### src/rtl/fetch_pkg.sv
// rtl/fetch_pkg.sv - shared types and constants for the instruction fetch queue
package fetch_pkg;

    localparam int          FETCH_DEPTH  = 4;
    localparam logic [31:0] FETCH_STRIDE = 32'd8;

    typedef struct packed {
        logic [31:0] pc;
        logic [31:0] inst0;
        logic [31:0] inst1;
    } fetch_pair_t;

endpackage

### src/rtl/fetch_fifo.sv
// rtl/fetch_fifo.sv - circular buffer of fetched instruction pairs with flush
module fetch_fifo
    import fetch_pkg::*;
#(
    parameter int DEPTH = FETCH_DEPTH
) (
    input  logic                       clk,
    input  logic                       rst_n,
    input  logic                       flush,
    input  logic                       push,
    input  fetch_pair_t                push_data,
    input  logic                       pop,
    output logic [$clog2(DEPTH):0]     count,
    output fetch_pair_t                head
);

    localparam int PW = $clog2(DEPTH);
    localparam int CW = PW + 1;

    fetch_pair_t   mem_q [DEPTH];
    logic [PW-1:0] wr_ptr_q, wr_ptr_d;
    logic [PW-1:0] rd_ptr_q, rd_ptr_d;
    logic [CW-1:0] count_q, count_d;
    logic          push_en;
    logic          pop_en;

    // Flush wins over both operations; a pop of an empty buffer is ignored.
    assign push_en = push && !flush;
    assign pop_en  = pop && !flush && (count_q != '0);

    always_comb begin
        wr_ptr_d = wr_ptr_q;
        rd_ptr_d = rd_ptr_q;
        count_d  = count_q;
        if (flush) begin
            wr_ptr_d = '0;
            rd_ptr_d = '0;
            count_d  = '0;
        end else begin
            if (push_en) begin
                wr_ptr_d = wr_ptr_q + PW'(1);
            end
            if (pop_en) begin
                rd_ptr_d = rd_ptr_q + PW'(1);
            end
            case ({push_en, pop_en})
                2'b10:   count_d = count_q + CW'(1);
                2'b01:   count_d = count_q - CW'(1);
                default: count_d = count_q;
            endcase
        end
    end

    always_ff @(posedge clk or negedge rst_n) begin
        if (!rst_n) begin
            wr_ptr_q <= '0;
            rd_ptr_q <= '0;
            count_q  <= '0;
        end else begin
            wr_ptr_q <= wr_ptr_d;
            rd_ptr_q <= rd_ptr_d;
            count_q  <= count_d;
        end
    end

    // Payload storage carries no reset; validity comes from count_q alone.
    always_ff @(posedge clk) begin
        if (push_en) begin
            mem_q[wr_ptr_q] <= push_data;
        end
    end

    assign count = count_q;
    assign head  = mem_q[rd_ptr_q];

endmodule

### src/rtl/fetch_queue.sv
// rtl/fetch_queue.sv - fetch request register, stall/flush policy and decode-side output gating
module fetch_queue
    import fetch_pkg::*;
#(
    parameter int DEPTH = FETCH_DEPTH
) (
    input  logic        clk,
    input  logic        rst_n,
    input  logic [31:0] pc_addr,
    input  logic [31:0] imem_rdata0,
    input  logic [31:0] imem_rdata1,
    input  logic        flush,
    input  logic        dec_ready,
    output logic        stall,
    output logic        dec_valid,
    output logic [31:0] dec_pc,
    output logic [31:0] dec_inst0,
    output logic [31:0] dec_inst1
);

    localparam int CW = $clog2(DEPTH) + 1;

    logic [31:0]   fetch_pc_q, fetch_pc_d;
    logic          fetch_vld_q, fetch_vld_d;
    logic [CW-1:0] count;
    fetch_pair_t   push_pair;
    fetch_pair_t   head;
    logic          pop;

    // Threshold is one below full: the pair already requested from imem
    // always lands, so it must have a free slot waiting for it.
    assign stall     = !flush && (count >= CW'(DEPTH - 1));
    assign dec_valid = (count != '0);
    assign pop       = dec_valid && dec_ready;

    always_comb begin
        fetch_pc_d      = pc_addr;
        fetch_vld_d     = !stall && !flush;
        push_pair.pc    = fetch_pc_q;
        push_pair.inst0 = imem_rdata0;
        push_pair.inst1 = imem_rdata1;
    end

    always_ff @(posedge clk or negedge rst_n) begin
        if (!rst_n) begin
            fetch_pc_q  <= '0;
            fetch_vld_q <= 1'b0;
        end else begin
            fetch_pc_q  <= fetch_pc_d;
            fetch_vld_q <= fetch_vld_d;
        end
    end

    fetch_fifo #(
        .DEPTH (DEPTH)
    ) u_fifo (
        .clk       (clk),
        .rst_n     (rst_n),
        .flush     (flush),
        .push      (fetch_vld_q),
        .push_data (push_pair),
        .pop       (pop),
        .count     (count),
        .head      (head)
    );

    assign dec_pc    = dec_valid ? head.pc    : '0;
    assign dec_inst0 = dec_valid ? head.inst0 : '0;
    assign dec_inst1 = dec_valid ? head.inst1 : '0;

endmodule
### config.mk
export PLATFORM = sky130hd
export DESIGN_NAME = fetch_queue
export DESIGN_NICKNAME = d
export VERILOG_FILES = /design/src/rtl/fetch_pkg.sv /design/src/rtl/fetch_fifo.sv /design/src/rtl/fetch_queue.sv
export SDC_FILE = /design/constraint.sdc
export NUM_CORES = 1
export LEC_CHECK = 0
export ABC_AREA = 1
export CORE_ASPECT_RATIO = 1.75
export CORE_MARGIN = 8
export CORE_UTILIZATION = 56
export DETAILED_ROUTE_END_ITERATION = 8
export GPL_TIMING_DRIVEN = 1
export PLACE_DENSITY = 0.8
export SYNTH_ARGS = -nofsm -noshare
export SYNTH_HDL_FRONTEND = slang
export SYNTH_HIERARCHICAL = 1
export SYNTH_SLANG_ARGS = --single-unit
### constraint.sdc
create_clock -name clk -period 5.6 [get_ports clk]
set_input_delay 1.12 -clock clk [delete_from_list [all_inputs] [get_ports clk]]
set_output_delay 1.12 -clock clk [all_outputs]
set_load 0.01 [all_outputs]
==> metrics, run 1 <==
Tot GR Track Use=20.6%; uppermost routed layer=met4; number of synthesized flops with an enable pin=384; Rel. slew slack=28.9%; first-pass GRT wire length=57400 microns; combinational share of power=33.0%; largest net degree at the start of global routing=97; Max-cap violations=0; most common cell in the netlist=edfxtp_1; Port Buffers=197; full die area=35400 sq um; post-synthesis register bit count=424; fin area=19800 sq um; critical setup path kind=reg2out; Final Hold Fails=0; global route total overflow=0; Worst-path clk slew=0.07 ns; Hold Slack=0.490 ns; core area=29200 sq um; Root Buffer=clkbuf_16; Critical Path RT=4.48 ns; maximum vdd drop=0.348 mV; total of fill cells in the finished design=1997; Max Clk Rate=0.219 GHz; RSZ-0062 raised after global routing=false; vias in the first global route=10700; Tmin final=4.56 ns; Final period util=81.5%; # clock sinks=424; Synth area leader=edfxtp_1; FP Rows=83; post-route insts no fill=1830; Max Slew Vio Count=0; min-delay worst type=reg2reg; Cells after DPL=1760; drt drc=0; Worst path slowest cell=dfrtp_4; latest clock arrival within the worst-skew pair=0.53 ns; Int Pwr=0.00629 W; register area=12500 sq um; sw power=0.00295 W; M1 WL=13800 microns; Die Y=243 microns; Synth area leaders=edfxtp_1 (70%), dfrtp_1 (6.1%), nor2_1 (4.5%); Multi-input gate area=3050 sq um; layout net count=1521; 1st-pass router iterations=7; postcts setup bufs=0; Post-CTS Hold Fix Bufs=0; WP buf/inv=4; Max FO, Critical Path=70; die width=146 microns; cell family with most CP delay=buffers and inverters; setup TNS=0 ns; top_reg_cell synth=edfxtp_1; post-DP HPWL=21800 microns; sequential area share after synthesis=76.0%; CP Launch Type=flop; gate count of the mapped netlist=1245; met3 WL=2140 microns; Sw Ratio=31.9%; post_cts resized=0; sequential share of power=41.7%; Mapped Nets=1350; max incr delay on CP=0.72 ns; final wirelength=37400 microns; Placement Cell Area=18700 sq um; PwrDens=467 nW/um^2; CTS tree=built; ANT nets after route=0; Area Overhead vs Synth=20.0%; vias=10400; Synth Warn #=6; Avg Synthesized Cell Area=13.3 sq um; Cell variety after synth=22; initial antenna violation count=5; Top Ports=198; DR iter-0 viols=751; most common library cells after synthesis=edfxtp_1 (384), nor2_1 (199), o21ai_0 (116); mapped cell area=16500 sq um; Routed WL per cell=20.4 microns; Placer Congestion=0.775; crit end category=output pin; asr flop ratio synth=9.43%; initial core utilization=56.5%; H-tree levels=2; CTS buffer count=36; met2 wire len=20200 microns; clock skew=0.0140 ns; clock tree buffer depth=3; Cell Chain, Critical Path=inv_6 -> buf_4 -> o21ai_0 -> o22ai_1 -> inv_1 -> a21oi_1 -> clkdlybuf4s50_1; # setup viols final=0; status=finished clean; via density per instance=5.70; Least-Margin Pin Slew=1.07 ns; Worst EP arrival=3.44 ns; share of the synthesized area in the top cell type=69.9%; Clk pwr share=25.3%; fraction of layout cells with a size suffix above 1=5.75%; Leakage=7.05 nW
-- cell families after synthesis --
family	synth area share (%)
flip-flops	76.0
AO/OA/AOI/OAI	12.6
AND/OR/NAND/NOR	5.19
buffers and inverters	5.73
adder cells (fa/ha/maj)	0.425
XOR/XNOR	0.0531
-- power groups by stage --
stage	logic (W)	registers (W)	clock network (W)
floorplan	0.00173	0.00389	0
global placement	0.00300	0.00391	0
detailed placement	0.00306	0.00392	0
CTS	0.00309	0.00386	0.00237
global route	0.00331	0.00388	0.00250
finish	0.00305	0.00386	0.00233
-- metrics by stage --
| step | total power [W] | utilization (%) | worst slack (ns) |
|---|---|---|---|
| global route | 0.00969 | 67.8 | 0.864 |
| global placement | 0.00691 | 64.0 | 1.69 |
| floorplan | 0.00562 | - | -0.304 |
| detailed placement | 0.00698 | 64.0 | 1.64 |
| CTS | 0.00932 | 67.8 | 1.04 |
| finish | 0.00924 | 67.8 | 1.04 |
-- worst reg2reg max path, delay by kind of cell, from the launching register on --
family          cells  cell delay (ns)
compound gates      1             0.21
simple gates        6             0.54
fa+ha+maj           1             0.19
flops               1             0.47
xor+xnor            1             0.14
buf+inv             5             1.52
-- layout by cell type, fill, tap and decap left out, types with 37 or more instances in the layout --
cell | Yosys | layout
a21oi_1 | 100 | 100
o21ai_1 | 81 | 81
dfrtp_1 | 40 | 38
o21ai_0 | 116 | 116
o22ai_1 | 96 | 96
edfxtp_1 | 384 | 384
clkdlybuf4s50_1 | 0 | 196
clkbuf_16 | 0 | 37
inv_1 | 112 | 112
nor2_1 | 199 | 195
-- sequential cells by signal, indices dropped and copies added, names as in the netlist --
| signal | cells |
|---|---|
| fetch_pc_q | 32 |
| fetch_vld_q | 1 |
| u_fifo/count | 3 |
| u_fifo/mem_q | 384 |
| u_fifo/rd_ptr_q | 2 |
| u_fifo/wr_ptr_q | 2 |
-- layer usage --
layer	GRT usage [%]	vias to the layer above
met4	10.7	0
met5	0	-
li1	-	4829
met2	37.4	437
met1	23.0	5082
met3	3.26	75
-- final cells by class --
cell class	instances	area share (%)
flip-flops and latches	424	63.3
multi-input cells	624	15.4
repair buffers	215	11.0
clock buffers	48	5.04
well taps	382	2.41
inverters	115	2.22
clock inverters	17	0.531
diodes	5	0.0632
-- worst paths after layout --
kind                                     from                  end  slack, ns  cells after the start
max                        u_fifo/rd_ptr_q[0]         dec_inst1[2]       1.04                      7
min                             fetch_pc_q[1]  u_fifo/mem_q[1][65]       0.49                      0
max reg2reg                   u_fifo/count[0]      u_fifo/count[2]       2.42                     14
min reg2reg                     fetch_pc_q[1]  u_fifo/mem_q[1][65]       0.49                      0
max in group asynchronous               rst_n   u_fifo/rd_ptr_q[0]       4.12                      1
min in group asynchronous               rst_n       fetch_pc_q[16]       0.75                      1
(Power assumes the default switching activity.)
==> run 2, diff against run 1 <==
Settings changed: CORE_UTILIZATION 56 to 50, PLACE_DENSITY 0.8 to 0.76.
Clock period 5.6 ns to 3.8 ns, I/O delays scaled along.
==> metrics, run 2 (synthesis gave the netlist of run 1 again) <==
# setup viols final=0 (unchanged); CP startpoint=u_fifo/rd_ptr_q[0] (unchanged); Port Buffers=197 (unchanged); R2R Path Start=u_fifo/count[0] (unchanged); WP buf/inv=5 (was 4); status=finished clean (unchanged); Routed WL per cell=20.5 microns (was 20.4 microns); Max FO, Critical Path=60 (was 70); FF-to-FF End=u_fifo/count[2] (unchanged); initial antenna violation count=5 (unchanged); final wirelength=38300 microns (was 37400 microns); CTS tree=built (unchanged); most common cell after layout, fill and taps aside=edfxtp_1 (unchanged); PwrDens=690 nW/um^2 (was 467 nW/um^2); met1 Track Usage GR=20.9% (was 23.0%); met3 Usage GRT=2.78% (was 3.26%); Rel. slew slack=29.9% (was 28.9%); vias in the first global route=10800 (was 10700); Tmin final=3.64 ns; core area=32700 sq um (was 29200 sq um); layout net count=1533 (was 1521); crit path capture=dec_inst0[31] (was dec_inst1[2]); Area Overhead vs Synth=21.4% (was 20.0%); Placer Congestion=0.753 (was 0.775); Setup WS pre-CTS=0.636 ns (was 1.64 ns); largest net degree at the start of global routing=118 (was 97); Most flops, register=u_fifo/mem_q (unchanged); # clock sinks=424 (unchanged); Post-CTS Hold Fix Bufs=0 (unchanged); setup TNS=0 ns (unchanged); clock tree buffer depth=3 (unchanged); R2R Setup Slk=1.10 ns (was 2.42 ns); Max-cap violations=0 (unchanged); 1st-pass router iterations=5 (was 7); Worst EP arrival=2.88 ns (was 3.44 ns); H-tree levels=2 (unchanged); full die area=39300 sq um (was 35400 sq um); min-delay worst type=in2async (was reg2reg); Final Hold Fails=0 (unchanged); first-pass GRT wire length=59000 microns (was 57400 microns); Top Ports=198 (unchanged); via density per instance=5.55 (was 5.70); total of fill cells in the finished design=2419 (was 1997); max reg flops=384 (unchanged); Levels on crit path=8 (was 7); GR Layer Usage met2=35.7% (was 37.4%); CTS buffer count=36 (unchanged); critical setup path kind=reg2out (unchanged); Die Y=256 microns (was 243 microns); fraction of layout cells with a size suffix above 1=6.39% (was 5.75%); FP Rows=88 (was 83); grt peak-use layer=met2 (unchanged); latest clock arrival within the worst-skew pair=0.53 ns (about the same); Tot GR Track Use=19.2% (was 20.6%); RSZ-0062 raised after global routing=false (unchanged); crit end category=output pin (unchanged); die width=153 microns (was 146 microns); Worst path slowest cell=dfrtp_4 (unchanged); initial core utilization=50.5% (was 56.5%); Max Slew Vio Count=0 (unchanged); vias=10300 (was 10400); Critical Path RT=3.04 ns (was 4.48 ns); Max Clk Rate=0.275 GHz; global route total overflow=0 (unchanged); CP Launch Type=flop (unchanged); post-DP HPWL=22900 microns (was 21800 microns); commonest non-fill, non-tap cells in the layout=edfxtp_1 (384), clkdlybuf4s50_1 (196), nor2_1 (195), o21ai_0 (116), inv_1 (112) (unchanged); Worst-path clk slew=0.07 ns (about the same); reg2reg path depth=14 (unchanged); Cell Chain, Critical Path=inv_8 -> buf_12 -> buf_4 -> nor2_1 -> o22ai_1 -> inv_1 -> a21oi_1 -> clkdlybuf4s50_1 (was inv_6 -> buf_4 -> o21ai_0 -> o22ai_1 -> inv_1 -> a21oi_1 -> clkdlybuf4s50_1); clock skew=0.0173 ns (was 0.0140 ns); maximum vdd drop=0.583 mV (was 0.348 mV); max incr delay on CP=0.61 ns (was 0.72 ns); setup ws final=0.158 ns (was 1.04 ns); drt drc=0 (unchanged); Leakage=7.14 nW (was 7.05 nW); Final period util=95.8%; cell family with most CP delay=buffers and inverters (unchanged); Root Buffer=clkbuf_16 (unchanged); ANT nets after route=0 (unchanged); Least-Margin Pin Slew=1.05 ns (was 1.07 ns); DR iter-0 viols=644 (was 751)
## run 2: cell types whose count changed in the layout (fill, tap and decap cells not counted), moves of 2 or more
cell and change:
buf_16 +2, clkinv_4 -2, buf_4 +5, clkinv_1 -2, clkinv_2 -2, buf_12 +4
clkbuf_1 +4
## run 2: how the worst min path moves through the flow
stage	slack [ns]	to	depth (start not counted)
after floorplan	0.45	u_fifo/mem_q[0][64]	0
after global placement	0.46	u_fifo/mem_q[0][64]	0
after detailed placement	0.48	u_fifo/mem_q[3][64]	0
after CTS	0.44	fetch_pc_q[16]	1
after global routing	0.47	fetch_pc_q[17]	1
final	0.42	fetch_pc_q[17]	1
## run 2: layer usage
metal	up-vias	share of wire [%]
li1	4848	-
met1	5126	37
met2	304	55
met3	70	4.2
met4	0	3.3
met5	-	0
## run 2: stage by stage
step | util, % | std cells | hold slack [ns] | instance area [sq um] | power, W
5_1_grt | 61.2 | 1865 | 0.467 | 20000 | 0.0145
3_3_place_gp | 57.7 | 1794 | 0.460 | 18900 | 0.0103
6_report | 61.2 | 1865 | 0.416 | 20000 | 0.0138
2_1_floorplan | - | 1245 | 0.455 | 16500 | 0.00826
3_5_place_dp | 57.7 | 1794 | 0.476 | 18900 | 0.0104
4_1_cts | 61.1 | 1859 | 0.442 | 20000 | 0.0139
## run 2: report_power, final
group	switching, W	leakage (nW)	internal (W)
logic	0.00266	2.65	0.00202
registers	0.000158	3.96	0.00549
clock network	0.00157	0.537	0.00192
## run 2: layout make-up
cell class	count	area (sq um)	area share (%)
clock inverters	14	113	0.562
inverters	115	440	2.20
flip-flops and latches	424	12500	62.6
well taps	405	507	2.53
repair buffers	227	2360	11.8
multi-input cells	624	3050	15.2
clock buffers	51	998	4.99
diodes	5	12.5	0.0625
## run 2: repair_timing
action                     4_1_cts  5_1_grt
setup endpoints to repair        0       37
resized for setup                0        4
buffers inserted                 0        1
==> run 3, diff against run 2 <==
Settings changed: CORE_ASPECT_RATIO 1.75 to 1.25, CORE_MARGIN 8 to 2.
==> metrics, run 3 (synthesis gave the netlist of run 1 again) <==
status=finished clean (unchanged); DR iter-0 viols=767 (was 644); ANT nets after route=0 (unchanged); Port Buffers=197 (unchanged); postcts setup bufs=0 (unchanged); max reg flops=384 (unchanged); global route total overflow=0 (unchanged); Tot GR Track Use=20.3% (was 19.2%); CTS tree=built (unchanged); Most flops, register=u_fifo/mem_q (unchanged); clock tree buffer depth=3 (unchanged); FP Rows=74 (was 88); Max FO, Critical Path=40 (was 60); register area=12500 sq um (unchanged); PwrDens=692 nW/um^2 (was 690 nW/um^2); critical setup path kind=reg2out (unchanged); Area Overhead vs Synth=21.7% (was 21.4%); setup TNS=0 ns (unchanged); initial antenna violation count=2 (was 5); Top Ports=198 (unchanged); Worst path slowest cell=dfrtp_4 (unchanged); Placement Cell Area=18900 sq um (unchanged); layout net count=1534 (was 1533); post_cts resized=0 (unchanged); most common cell after layout, fill and taps aside=edfxtp_1 (unchanged); fraction of layout cells with a size suffix above 1=6.46% (was 6.39%); Final period util=95.1% (was 95.8%); Cell Chain, Critical Path=buf_4 -> o21ai_0 -> o22ai_1 -> inv_1 -> a21oi_1 -> clkdlybuf4s50_1 (was inv_8 -> buf_12 -> buf_4 -> nor2_1 -> o22ai_1 -> inv_1 -> a21oi_1 -> clkdlybuf4s50_1); latest clock arrival within the worst-skew pair=0.52 ns (was 0.53 ns); post-DP HPWL=20500 microns (was 22900 microns); Root Buffer=clkbuf_16 (unchanged); Max Clk Rate=0.277 GHz (was 0.275 GHz); clock skew=0.0125 ns (was 0.0173 ns); # setup viols final=0 (unchanged); # clock sinks=424 (unchanged); n_diodes=0 (was 5); maximum vdd drop=0.434 mV (was 0.583 mV); CP Launch Type=flop (unchanged); Least-Margin Pin Slew=0.774 ns (was 1.05 ns); Placer Congestion=0.782 (was 0.753); first-pass GRT wire length=54900 microns (was 59000 microns); total power draw=0.0139 W (was 0.0138 W); max incr delay on CP=0.65 ns (was 0.61 ns); min-delay worst type=in2async (unchanged); largest net degree at the start of global routing=72 (was 118); commonest non-fill, non-tap cells in the layout=edfxtp_1 (384), clkdlybuf4s50_1 (196), nor2_1 (195), o21ai_0 (116), inv_1 (112) (unchanged); Die Y=207 microns (was 256 microns); WP buf/inv=3 (was 5); Max-cap violations=0 (unchanged); reg2reg path depth=14 (unchanged); Post-CTS Hold Fix Bufs=0 (unchanged); fin area=20100 sq um (was 20000 sq um); Levels on crit path=6 (was 8); Rel. slew slack=48.4% (was 29.9%); Worst EP arrival=2.85 ns (was 2.88 ns); Leakage=7.17 nW (was 7.14 nW); vias in the first global route=10300 (was 10800); Multi-input gate area=3050 sq um (unchanged); cell family with most CP delay=buffers and inverters (unchanged); full die area=34500 sq um (was 39300 sq um); crit end category=output pin (unchanged); vias=10300 (about the same); final wirelength=35700 microns (was 38300 microns); RSZ-0062 raised after global routing=false (unchanged); total of fill cells in the finished design=2454 (was 2419); drt drc=0 (unchanged); core area=32600 sq um (was 32700 sq um); Worst-path clk slew=0.06 ns (was 0.07 ns); Routed WL per cell=19.1 microns (was 20.5 microns); die width=166 microns (was 153 microns); Final Hold Fails=0 (unchanged); CTS buffer count=39 (was 36); initial core utilization=50.6% (was 50.5%); R2R Path Start=u_fifo/count[1] (was u_fifo/count[0]); Max Slew Vio Count=0 (unchanged); CP startpoint=u_fifo/rd_ptr_q[1] (was u_fifo/rd_ptr_q[0]); Hold Slack=0.315 ns (was 0.416 ns); Tmin final=3.61 ns (was 3.64 ns); H-tree levels=2 (unchanged); Critical Path RT=3.04 ns (about the same); via density per instance=5.52 (was 5.55); 1st-pass router iterations=5 (unchanged)
-- run 3: cell count changes in the layout (fill, tap and decap cells not counted) --
cell	before	now
clkinvlp_4	3	2
clkinv_1	1	5
clkinv_2	7	10
inv_6	2	1
inv_2	1	0
buf_16	2	0
buf_12	10	11
clkbuf_16	37	41
clkbuf_1	12	7
diode_2	5	0
buf_6	1	0
clkinv_4	1	0
bufinv_16	1	2
inv_8	1	0
-- run 3: stage by stage --
step	utilization, %	worst slack [ns]	instances
after floorplan	-	-0.172	1245
after global placement	57.9	0.739	1806
after detailed placement	57.9	0.736	1806
after CTS	61.6	0.159	1873
after global routing	61.6	0.0231	1873
final	61.6	0.188	1873
-- run 3: layout make-up --
| cell class | instances | share of cell area, % |
|---|---|---|
| Tap cell | 418 | 2.60 |
| Sequential cell | 424 | 62.4 |
| Clock inverter | 17 | 0.667 |
| Multi-Input combinational cell | 624 | 15.2 |
| Clock buffer | 50 | 5.38 |
| Inverter | 115 | 2.19 |
| Timing Repair Buffer | 225 | 11.5 |
-- run 3: routing by layer --
metal | vias up | global-route usage [%] | part of all wire [%]
li1 | 4841 | - | -
met1 | 5072 | 25.3 | 40
met2 | 345 | 35.4 | 52
met3 | 82 | 3.32 | 5.3
met4 | 2 | 8.26 | 3.0
met5 | - | 0 | 0.036
-- run 3: report_power, final --
part           internal (W)  total (W)  switching [W]
clock network       0.00214    0.00369        0.00155
registers           0.00549    0.00562       0.000131
logic               0.00196    0.00458        0.00262
-- run 3: worst paths after layout --
path / to / slack [ns]
setup / recovery: dec_pc[31] / 0.19
min in group clk: u_fifo/mem_q[1][65] / 0.48
hold / removal: fetch_pc_q[16] / 0.31
setup reg to reg: u_fifo/count[2] / 1.16
hold reg to reg: u_fifo/mem_q[1][65] / 0.48
max in group asynchronous: u_fifo/rd_ptr_q[1] / 2.76
-- run 3: worst register-to-register path, cell delays in order, from the launching register on --
cell and delay, ns:
dfrtp_1 0.46, nor2_4 0.14, buf_4 0.47, a21oi_1 0.16, inv_1 0.10, nor2_1 0.07
nand3_1 0.16, inv_1 0.09, fa_1 0.38, xnor2_1 0.22, inv_1 0.07, nand2_1 0.07
nand2_1 0.05, nand2_1 0.05, nand2_1 0.04
